===== src/rtl/yildiz_pkg.sv =====
// Shared types and sizes for the YildizCPU16 memory dump engine.
// Imported by the dump FSM.
package yildiz_pkg;

  localparam int ADDR_W = 12;
  localparam int DATA_W = 16;

  typedef enum logic [2:0] {
    IDLE,
    ISSUE,
    WAIT,
    OUT,
    DONE
  } dump_state_t;

endpackage


===== src/rtl/yildiz_mem_dump.sv =====
// Memory readback engine: reads a block through the CPU load port,
// streams address-tagged words over valid/ready, sums them mod 2^16.
module yildiz_mem_dump #(
  parameter int ADDR_W = 12,
  parameter int DATA_W = 16,
  parameter int RD_LAT = 1
) (
  input  logic              clk,
  input  logic              rst,
  input  logic              start,
  input  logic [ADDR_W-1:0] base_adr,
  input  logic [ADDR_W:0]   count,
  output logic              busy,
  output logic              done,
  output logic [DATA_W-1:0] checksum,
  output logic              mem_sel,
  output logic              mem_we,
  output logic [ADDR_W-1:0] mem_adr,
  input  logic [DATA_W-1:0] mem_rdata,
  output logic              out_valid,
  input  logic              out_ready,
  output logic [DATA_W-1:0] out_data,
  output logic [ADDR_W-1:0] out_adr
);

  import yildiz_pkg::*;

  dump_state_t       state_q, state_d;
  logic [ADDR_W-1:0] addr_q, addr_d;
  logic [ADDR_W:0]   rem_q, rem_d;
  logic [1:0]        wcnt_q, wcnt_d;
  logic [DATA_W-1:0] sum_q, sum_d;
  logic [DATA_W-1:0] odata_q, odata_d;
  logic [ADDR_W-1:0] oadr_q, oadr_d;
  logic [ADDR_W-1:0] madr_q, madr_d;
  logic              busy_q, done_q, sel_q, valid_q;

  // Next-state, datapath updates and the address presented to memory.
  always_comb begin
    state_d = state_q;
    addr_d  = addr_q;
    rem_d   = rem_q;
    wcnt_d  = wcnt_q;
    sum_d   = sum_q;
    odata_d = odata_q;
    oadr_d  = oadr_q;
    madr_d  = madr_q;
    unique case (state_q)
      IDLE: begin
        if (start) begin
          addr_d  = base_adr;
          rem_d   = count;
          sum_d   = '0;
          state_d = (count == '0) ? DONE : ISSUE;
        end
      end
      ISSUE: begin
        wcnt_d  = 2'(RD_LAT - 1);
        state_d = WAIT;
      end
      WAIT: begin
        if (wcnt_q == 2'd0) begin
          odata_d = mem_rdata;
          oadr_d  = addr_q;
          sum_d   = sum_q + mem_rdata;
          state_d = OUT;
        end else begin
          wcnt_d = wcnt_q - 2'd1;
        end
      end
      OUT: begin
        if (out_ready) begin
          addr_d  = addr_q + ADDR_W'(1);
          rem_d   = rem_q - (ADDR_W+1)'(1);
          state_d = (rem_q == (ADDR_W+1)'(1)) ? DONE : ISSUE;
        end
      end
      DONE: begin
        state_d = IDLE;
      end
      default: begin
        state_d = IDLE;
      end
    endcase
    if (state_d == ISSUE) begin
      madr_d = addr_d;
    end
  end

  // State, datapath and registered outputs; all clear on reset.
  always_ff @(posedge clk or negedge rst) begin
    if (!rst) begin
      state_q <= IDLE;
      addr_q  <= '0;
      rem_q   <= '0;
      wcnt_q  <= '0;
      sum_q   <= '0;
      odata_q <= '0;
      oadr_q  <= '0;
      madr_q  <= '0;
      busy_q  <= 1'b0;
      done_q  <= 1'b0;
      sel_q   <= 1'b0;
      valid_q <= 1'b0;
    end else begin
      state_q <= state_d;
      addr_q  <= addr_d;
      rem_q   <= rem_d;
      wcnt_q  <= wcnt_d;
      sum_q   <= sum_d;
      odata_q <= odata_d;
      oadr_q  <= oadr_d;
      madr_q  <= madr_d;
      busy_q  <= (state_d != IDLE);
      done_q  <= (state_d == DONE);
      sel_q   <= (state_d == ISSUE) || (state_d == WAIT);
      valid_q <= (state_d == OUT);
    end
  end

  assign busy      = busy_q;
  assign done      = done_q;
  assign checksum  = sum_q;
  assign mem_sel   = sel_q;
  assign mem_we    = 1'b0;
  assign mem_adr   = madr_q;
  assign out_valid = valid_q;
  assign out_data  = odata_q;
  assign out_adr   = oadr_q;

endmodule

===== config.mk =====
export PLATFORM = sky130hd
export DESIGN_NAME = yildiz_mem_dump
export DESIGN_NICKNAME = d
export VERILOG_FILES = /design/src/rtl/yildiz_pkg.sv /design/src/rtl/yildiz_mem_dump.sv
export SDC_FILE = /design/constraint.sdc
export NUM_CORES = 1
export LEC_CHECK = 0
export CAP_MARGIN = 20
export CORE_MARGIN = 4
export CORE_UTILIZATION = 46
export DETAILED_ROUTE_END_ITERATION = 8
export HOLD_SLACK_MARGIN = 0.12
export PLACE_DENSITY = 0.77
export SETUP_SLACK_MARGIN = 0.15
export SYNTH_ARGS = -nofsm -noshare
export SYNTH_HDL_FRONTEND = slang
export SYNTH_SLANG_ARGS = --single-unit

===== constraint.sdc =====
create_clock -name clk -period 2.2 [get_ports clk]
set_input_delay 0.44 -clock clk [delete_from_list [all_inputs] [get_ports clk]]
set_output_delay 0.44 -clock clk [all_outputs]
set_load 0.01 [all_outputs]

==> flow_results.org <==
** Timing
- Hold is met by 353 ps.
- Dividing the final minimum period by the clock period gives 0.966.
- The final max-slew violation count came to 0.
- The total count of hold-check failures in the final report is 0.
- Post-Route Skew :: 16.2 ps
- Worst max-slew margin expressed relative to the limit :: 0.656
- For the pin with the worst max-slew slack, the measured transition is 516 ps.
- Setup repair after global routing could not meet its margin everywhere.
- Setup violators final :: 0
- Highest attainable clock frequency :: 471 MHz
- Minimum clock period after layout :: 2120 ps

** Yosys
- Of all flip-flops after synthesis, the portion carrying an async set or reset was 1.00.
- After synthesis the netlist holds a flip-flop and latch count of 90.
- Total nets after synthesis :: 589
- The share of the Yosys chip area taken by registers is 0.467.
- Summing every instance area after synthesis gives between 4000 and 5000 sq um.
- Syn Inst Count :: around 520
- Avg Cell Area, Syn :: ~9 sq um
- During synthesis, Yosys emitted a total of 0 warnings.
- Synthesis instantiated between 60 and 70 different standard cells from the library.
- The most used flip-flop cell after synthesis is dfrtp_1.
- Counting flops with a built-in enable in the synthesized netlist gives 0.

** Drt
- The detail route stage leaves a number of antenna-violating nets equal to 0.
- For this run, design rule violations remaining after detail routing come to 0.
- Initial DRT Pass Iterations :: 4
- Drt initial violations :: 254
- After detailed routing, the total wire length is 13300 microns.
- For this block, the via count after detailed routing is 4553.
- In the routed layout, each cell is associated on average with a via count of 5.59.
- In the final routed layout, each cell accounts on average for 16.3 microns.

** Final layout
- In the layout the commonest cells are nand2_1 (118), clkdlybuf4s50_1 (91), dfrtp_1 (85), buf_4 (59), o21ai_0 (37).
- Final design area excluding fillers :: between 6000 and 7000 sq um
- Non-filler instance count after layout :: 814
- Nets :: 738
- Most common library cell in the layout ignoring fill and taps :: nand2_1
- Diodes inserted :: 0
- FF/Latch Area :: 2260 sq um
- Area growth syn-to-layout :: 41.1%
- Of the cells placed in the final design, the portion with a size suffix greater than 1 is 0.199.
- Layout fillers :: 824
- Combined area of the multi-input logic cells :: 2570 sq um
- Utilization after layout :: 0.662

** Placement
- Area of placed instances :: 6360 sq um
- HPWL after DPL :: 9440 microns
- Number of I/O port buffers :: 104
- At the end of routability-driven placement, the weighted congestion stood at 0.853.
- The number of placed instances, taps included, is 790.

** Pwr
- Clock power frac :: 0.124
- Summed over all nets, the switching power comes to 0.00384 W.
- Total power density per cell area :: 1390 nW/um^2
- Max rail drop VDD :: 0.639 mV
- Of the total power, the share spent switching nets is 0.407.
- Cell internal pwr :: roughly 0.0056 W
- Static leakage :: 3.14 nW
- Share of power burned in combinational logic :: 0.555
- Sequential share of power :: 0.320
- Summing internal, switching and leakage power gives 0.00943 W.

** Status
- Result of the run :: completed

** Floorplan
- Site row count :: 37
- The core region is 10300 sq um.
- For this configuration, the core starts out at a cell density of 0.469.
- Die footprint :: 12200 sq um
- From left edge to right edge, the die measures 110 microns.
- Die Y :: 110 microns
- IO Pins :: ~110

** Setup path
- Worst reg2reg setup slack :: 80 ps
- In this design, the stage delay of the slowest critical-path cell is 410 ps.
- Critical Path Start Type :: flip-flop
- Worst Reg-to-Reg Cells :: 9
- The critical path ends at checksum[12].
- In this run the critical register-to-register path is launched from checksum[0].
- CP max stage cell :: dfrtp_1
- Beginning of the critical path :: checksum[0]
- The critical path crosses 9 cells after its start point.
- Together, buffers and inverters on the worst path number 1.
- Broken down by cell family, the worst path's largest delay share belongs to compound AO/OA/AOI/OAI gates.
- The endpoint identified for the worst register-to-register timing path is checksum[12].
- STA classifies the critical path endpoint as a flip-flop.
- Along the worst path, the maximum fanout reaches 6.
- Data required, critical path :: 2430 ps
- Cells along the critical path :: ha_2 > fa_2 > a21o_1 > a21oi_4 > o211ai_1 > a21oi_1 > buf_4 > o21a_1 > o221ai_2
- The critical path is of the reg2reg type.
- Arr. time, crit path :: 2360 ps

** Clock network
- TritonCTS clock tree :: yes
- Depth of the CTS H-tree :: 3
- The tree is rooted in a clkbuf_8.
- Clock-pin slew on the worst setup and hold paths :: 100 ps
- No sink is reached through more buffers than the 2 on the longest clock path.
- In this run, CTS created clock tree buffers numbering 9.
- Number of clock sinks :: 90
- Clock latency on the worst-skew pair, taken at its later pin, is 360 ps.

** Global route
- The number of antenna violations at the first check in global routing is 0.
- Via count of the first global-routing pass :: 4476
- After global routing the overflow that remains totals 0.
- Entering global routing, the biggest net connects 39 pins.
- The first global-routing pass estimated about 21000 microns of wire.
- For this run, the total global-route usage over all layers was measured as 0.218.

** Flow run
- Reported max-cap violation count :: 0

** Min path
- The path class of the tightest hold or removal check is in2reg.
## metal layers
metal | track usage | vias up | share of wire
met3 | 0.0396 | 22 | 0.065
met2 | 0.365 | 178 | 0.50
met5 | 0 | - | 0
met1 | 0.284 | 2179 | 0.41
met4 | 0.0730 | 0 | 0.018
li1 | - | 2174 | -
## Yosys cell counts (all sizes together) (5+ instances only)
cell type,count,share of area
a31oi,12,0.017
mux2,11,0.032
inv,12,0.0093
o21ai,39,0.040
nor4,5,0.0096
nand2,118,0.092
nor3,7,0.0073
buf,7,0.0093
and3,5,0.0065
a22oi,5,0.0078
a21oi,31,0.033
clkbuf,21,0.021
ha,19,0.049
nand3,20,0.021
dfrtp,90,0.47
nor2,35,0.027
## final cells by class
class	count	area share
multi-input combinational	394	0.378
sequential	90	0.332
tap	136	0.0250
clock buffer	9	0.0182
timing repair buffer	166	0.229
inverter	12	0.00662
clock inverter	7	0.0110
## power by group through the flow
stage	registers [W]	logic (W)	clock network, W
floorplan	0.00308	0.00267	0
global placement	0.00296	0.00481	0
detailed placement	0.00301	0.00497	0
CTS	0.00298	0.00506	0.00120
global route	0.00311	0.00579	0.00127
finish	0.00302	0.00524	0.00117
## logic make-up (layout without fill, tap and decap cells)
family	count (synthesis)	count (layout)	synth area share
other	1	1	0.000778
xor gates and xnor gates	6	6	0.0109
and+or+nand+nor	220	220	0.211
AOI/OAI and AO/OA	133	133	0.179
DFF	90	90	0.467
buffers and inverters	40	194	0.0392
muxes	14	14	0.0382
adders and majority gates	20	20	0.0535
## sequential cells by signal, indices dropped and copies added, names as in the netlist
register,flops
addr_q,12
busy,1
checksum,16
done,1
mem_adr,12
mem_sel,1
out_adr,12
out_data,16
out_valid,1
rem_q,13
state_q,3
wcnt_q,2
## tightest hold or removal path, cell delays in order
cell            delay (ps)
dlymetal6s2s_1         120
nand2_1                 70
nand2_1                 50
## how the worst min path moves through the flow
stage | from | to | slack, ps | depth (start not counted)
floorplan | rst | addr_q[0] | 140 | 0
global placement | rst | out_data[10] | 450 | 1
detailed placement | rst | out_data[9] | 450 | 1
CTS | mem_rdata[0] | out_data[0] | 420 | 3
global route | mem_rdata[3] | out_data[3] | 360 | 3
finish | mem_rdata[3] | out_data[3] | 350 | 3
## stage by stage
| stage | setup WS [ps] | TNS, ps |
|---|---|---|
| after floorplan | 79.6 | 0 |
| after global placement | -441 | -6250 |
| after detailed placement | -471 | -6980 |
| after CTS | -20.0 | -20.0 |
| after global routing | 19.9 | 0 |
| final | 75.4 | 0 |
## what timing repair did
| action | CTS | global route |
|---|---|---|
| pin swaps | 12 | 14 |
| resized for setup | 10 | 34 |
| buffers inserted | 1 | 6 |
| endpoints found under the hold margin | 36 | 0 |
| hold buffers | 1 | 0 |
| endpoints found under the setup margin | 13 | 26 |
No activity file was read; power rests on OpenSTA's default activity.
==> RTL change 1 (same settings) <==
`madr_q` no longer has a reset.
--- a/src/rtl/yildiz_mem_dump.sv
+++ b/src/rtl/yildiz_mem_dump.sv
@@ -97,7 +97,6 @@
       sum_q   <= '0;
       odata_q <= '0;
       oadr_q  <= '0;
-      madr_q  <= '0;
       busy_q  <= 1'b0;
       done_q  <= 1'b0;
       sel_q   <= 1'b0;
@@ -110,12 +109,15 @@
       sum_q   <= sum_d;
       odata_q <= odata_d;
       oadr_q  <= oadr_d;
-      madr_q  <= madr_d;
       busy_q  <= (state_d != IDLE);
       done_q  <= (state_d == DONE);
       sel_q   <= (state_d == ISSUE) || (state_d == WAIT);
       valid_q <= (state_d == OUT);
     end
+  end
+
+  always_ff @(posedge clk) begin
+    madr_q <= madr_d;
   end
 
   assign busy      = busy_q;
Behaviour: not the same (Yosys sat finds a counterexample within 4 cycles, from zero or initial values and one cycle with rst low).
==> RTL change 1 against the original RTL <==
  * Routed wire length up 1.3%
  * Area after synthesis is 0.96% lower
  * Non-clock buffer count rose by 14
  * Core utilization rose by 2.6 points
  * Sequential share of layout area grew 0.58 points
  * Worst setup slack better by 0.034 ns
  * Clock power is essentially flat
  * Sequential cell count is the same
  * Clock skew shrank 0.0044 ns
  * Global-route usage grew 0.16 points
  * Final area increased by 0.63%
  * Total power decreased by 0.62%
  * Via count about the same
  * Critical endpoint is now checksum[11]
==> RTL change 1: results (changes against the original RTL) <==
[global_route]
grt_pass1_vias=4343  ; was 4,476
grt_max_degree=41  ; was 39
grt_pass1_wl_mm=20.9  ; was 21.1 mm

[critical_path]
endpoint=checksum[11]  ; was checksum[12]
worstRegToRegCells=7  ; was 9
rrSetupSlack_ns=0.11  ; was 0.08 ns
crit_slowest_cell=a2111o_1  ; was dfrtp_1
cp_max_fo=3  ; was 6
critical-path-max-stage-delay_ns=0.49  ; was 0.41 ns

[routing]
wl_per_cell_um=16.6  ; was 16.3 µm
dr.pass1.iters=4  ; unchanged
drt-initial-drc-count=291  ; was 254
drt-total-wl_mm=13.5  ; was 13.3 mm
dr_total_vias=4554  ; was 4,553

[sta]
slew_headroom_pct=63.3  ; was 65.6%
clock_skew_ns=0.0118  ; was 0.0162 ns
holdWs_ns=0.448  ; was 0.353 ns

[place]
place_inst=785  ; was 790
place.gp.congestion=0.860  ; was 0.853
dp_hpwl_mm=9.54  ; was 9.44 mm

[logic_synthesis]
synth-compound-area-share_pct=19.0  ; was 17.9%
yosys-top-cells-count=nand2_1, dfrtp_1, o21ai_0, a21oi_1, nor2_1  ; was nand2_1, dfrtp_1, o21ai_0, nor2_1, a21oi_1
synthXorXnorAreaFrac_pct=1.47  ; was 1.09%
synthMuxAreaShare_pct=0.210  ; was 3.82%
seq_area_frac_synth_pct=48.4  ; was 46.7%
async_reset_ff_share_pct=86.7  ; was 100%
synthAdderAreaFrac_pct=5.40  ; was 5.35%
ys_types=61  ; was 68
synth.area.top_cells=dfrtp_1, nand2_1, edfxtp_1, ha_1, o21ai_0  ; was dfrtp_1, nand2_1, ha_1, o21ai_0, a21oi_1
synth_fp_nets=575  ; was 589
syn_area_per_cell_um2=9.36  ; was 9.20 µm²

[hold_path]
hold_end=out_data[5]  ; was out_data[3]
min-delay-start=mem_rdata[5]  ; was mem_rdata[3]

[layout]
layout-drive-gt1-share_pct=18.5  ; was 19.9%
nNetsFinal=740  ; was 738

[power]
power.leakage_nw=3.00  ; was 3.14 nW
ir_worst_vdd_mv=0.647  ; was 0.639 mV
swShare_pct=41.4  ; was 40.7%

[run_status]
status=finished, final reports clean  ; unchanged

RTL change 1: tightest hold or removal path, cell delays in order:
cell and delay [ns]:
dlygate4sd2_1 0.24, nand2_1 0.06, nand2_1 0.05
RTL change 1: kinds of logic after synthesis:
logic type               after synthesis
AO/OA/AOI/OAI                        138
XOR/XNOR                               8
adder cells (fa/ha/maj)               20
buffers and inverters                 34
flip-flops                            90
multiplexers                           1
other                                  1
AND/OR/NAND/NOR                      218
RTL change 1: cell type report:
class	count	area (µm²)
Multi-Input combinational cell	386	2480
Fill cell	757	3110
Clock buffer	11	163
Tap cell	133	166
Sequential cell	90	2310
Inverter	8	30.0
Clock inverter	5	41.3
Timing Repair Buffer	180	1650
RTL change 1: per-stage QoR:
stage | instance area, µm² | setup slack, ns
after global placement | 6380 | -0.379
after floorplan | 4780 | 0.137
after detailed placement | 6380 | -0.432
after global routing | 6850 | 0.0230
after CTS | 6680 | 0.0968
final | 6850 | 0.109
RTL change 1: what timing repair did:
action / CTS / global route
cloned: 0 / 0
setup endpoints to repair: 20 / 11
resized for setup: 16 / 20
hold endpoints to repair: 39 / 0
buffers inserted: 5 / 5
hold buffers: 1 / 0
pin swaps: 15 / 17
RTL change 1: per-layer routing:
metal	GRT usage (%)	part of all wire (%)	up-vias	wire, µm
li1	-	-	2183	-
met1	28.2	41	2187	5530
met2	37.4	52	154	6950
met3	2.99	5.3	30	709
met4	8.37	2.0	0	273
met5	0	0	-	0
RTL change 1: power by group through the flow:
stage	Clock, mW	Combinational (mW)	Sequential, mW
finish	1.17	5.13	3.07
global route	1.26	5.63	3.15
CTS	1.20	4.91	3.04
detailed placement	0	4.79	3.06
global placement	0	4.61	3.02
floorplan	0	2.48	3.15
==> RTL change 2 (same settings) <==
Made on the original files. `DATA_W` is set to 16 in 2 places; all go to 20.
--- a/src/rtl/yildiz_pkg.sv
+++ b/src/rtl/yildiz_pkg.sv
@@ -3,7 +3,7 @@
 package yildiz_pkg;
 
   localparam int ADDR_W = 12;
-  localparam int DATA_W = 16;
+  localparam int DATA_W = 20;
 
   typedef enum logic [2:0] {
     IDLE,
--- a/src/rtl/yildiz_mem_dump.sv
+++ b/src/rtl/yildiz_mem_dump.sv
@@ -2,7 +2,7 @@
 // streams address-tagged words over valid/ready, sums them mod 2^16.
 module yildiz_mem_dump #(
   parameter int ADDR_W = 12,
-  parameter int DATA_W = 16,
+  parameter int DATA_W = 20,
   parameter int RD_LAT = 1
 ) (
   input  logic              clk,
Interface: changed (resized checksum, mem_rdata and out_data); port bits go from 106 to 118. No check against the original RTL was run, so the function may have changed too.
==> RTL change 2 against the original RTL <==
  * The run now ends with setup timing left
  * Critical endpoint is now checksum[16]
  * Sequential cell count grew 8
  * Total power grew 24%
  * Worst setup slack lost 0.23 ns
  * Final cell count grew 17%
  * Final area grew 16%
  * Routed wire length grew 21%
  * Clock skew shrank 0.0094 ns
  * Critical path type unchanged
  * Area after synthesis grew 12%
==> RTL change 2: results (changes against the original RTL) <==
[run_status]
status=finished, violations left  ; was finished, final reports clean
failed_checks=setup timing

[layout]
num-fill-cells=883  ; was 824
nNetsFinal=874  ; was 738
inverters=9  ; was 12
buffer_area_share_pct=24.1  ; was 22.9%
clk_share_pct=3.58  ; was 2.92%
utilization_pct=68.6  ; was 66.2%
multi_input_gates=472  ; was 394
clkbuf_count=11  ; was 9
instances_no_fill=949  ; was 814
regArea_um2=2450  ; was 2260 µm²

[sta]
fin_setup_tns_ns=-0.498  ; was 0 ns
clock_skew_ns=0.00675  ; was 0.0162 ns
setup_viol=7  ; was 0
setup_slack_ns=-0.159  ; was 0.0754 ns
holdWs_ns=0.472  ; was 0.353 ns

[floorplan]
die_area_um2=13500  ; was 12,200 µm²

[power]
ir_worst_vdd_mv=0.857  ; was 0.639 mV
swShare_pct=41.5  ; was 40.7%
power.leakage_nw=3.59  ; was 3.14 nW

[routing]
wl_per_cell_um=17.0  ; was 16.3 µm
dr.pass1.iters=6  ; was 4
dr_total_vias=5498  ; was 4,553

[place]
dp_hpwl_mm=11.3  ; was 9.44 mm
port_buffers=116  ; was 104
dpl-instance-area_um2=7300  ; was 6360 µm²

[hold_path]
hp-class=reg -> reg  ; was in -> reg
holdPathStages=2  ; was 3

[logic_synthesis]
netlist_instances=610  ; was 524
synthXorXnorAreaFrac_pct=1.62  ; was 1.09%
synth.area.top_cells=dfrtp_1, nand2_1, ha_1, o21ai_0, a21oi_1  ; unchanged
synthMuxAreaShare_pct=2.85  ; was 3.82%
synth-compound-area-share_pct=18.3  ; was 17.9%
synth_seq_cells=98  ; was 90
ys_types=66  ; was 68
seq_area_frac_synth_pct=45.5  ; was 46.7%
yosys-top-cells-count=nand2_1, dfrtp_1, o21ai_0, a21oi_1, nor2_1  ; was nand2_1, dfrtp_1, o21ai_0, nor2_1, a21oi_1

[global_route]
grt_pass1_wl_mm=25.7  ; was 21.1 mm
grtUsageTotal_pct=23.8  ; was 21.8%
grt_max_degree=45  ; was 39

[critical_path]
worstRegToRegCells=8  ; was 9
cp_max_fo=3  ; was 6
crit_arrival_ns=2.59  ; was 2.36 ns

[cts]
path_clk_slew_ns=0.07  ; was 0.10 ns
cts-root-buf=clkbuf_16  ; was clkbuf_8

-- RTL change 2: worst max-delay path: cells and delay by family, from the launching register on --
family,cells,cell delay (ns)
and+or+nand+nor,2,0.40
DFF,1,0.41
adders and majority gates,2,0.53
AOI/OAI and AO/OA,4,0.90
-- RTL change 2: worst paths after layout --
check | start | end
min reg2reg | out_data[9] | out_data[9]
max reg2reg | checksum[0] | checksum[16]
max | checksum[0] | checksum[16]
max in group asynchronous | rst | state_q[2]
min | out_data[9] | out_data[9]
min in group asynchronous | rst | out_data[18]
-- RTL change 2: power groups by stage --
stage          Combinational (mW)  Clock (mW)  Sequential, mW
2_1_floorplan                3.23           0            3.42
3_3_place_gp                 6.08           0            3.28
3_5_place_dp                 6.29           0            3.32
4_1_cts                      6.56        1.56            3.32
5_1_grt                      7.47        1.64            3.43
6_report                     6.80        1.53            3.33
-- RTL change 2: what timing repair did --
action	in CTS	in global routing
gates cloned	0	1
setup endpoints to repair	25	30
setup buffers	4	5
hold endpoints to repair	22	0
hold buffers	1	0
pin swaps	13	11
gates resized for setup	32	20
-- RTL change 2: cell families (layout without fill, tap and decap cells) --
family | count (synthesis) | in the layout
AND/OR/NAND/NOR | 270 | 270
flip-flops | 98 | 98
adder cells (fa/ha/maj) | 24 | 24
buffers and inverters | 41 | 236
XOR/XNOR | 10 | 10
AO/OA/AOI/OAI | 152 | 153
multiplexers | 14 | 14
other | 1 | 1
-- RTL change 2: per-layer routing --
layer	vias up	track usage, %	routed length, µm
met2	242	40.5	7980
met4	0	8.28	276
met5	-	0	0
met1	2654	29.7	6520
met3	29	5.60	1350
li1	2573	-	-
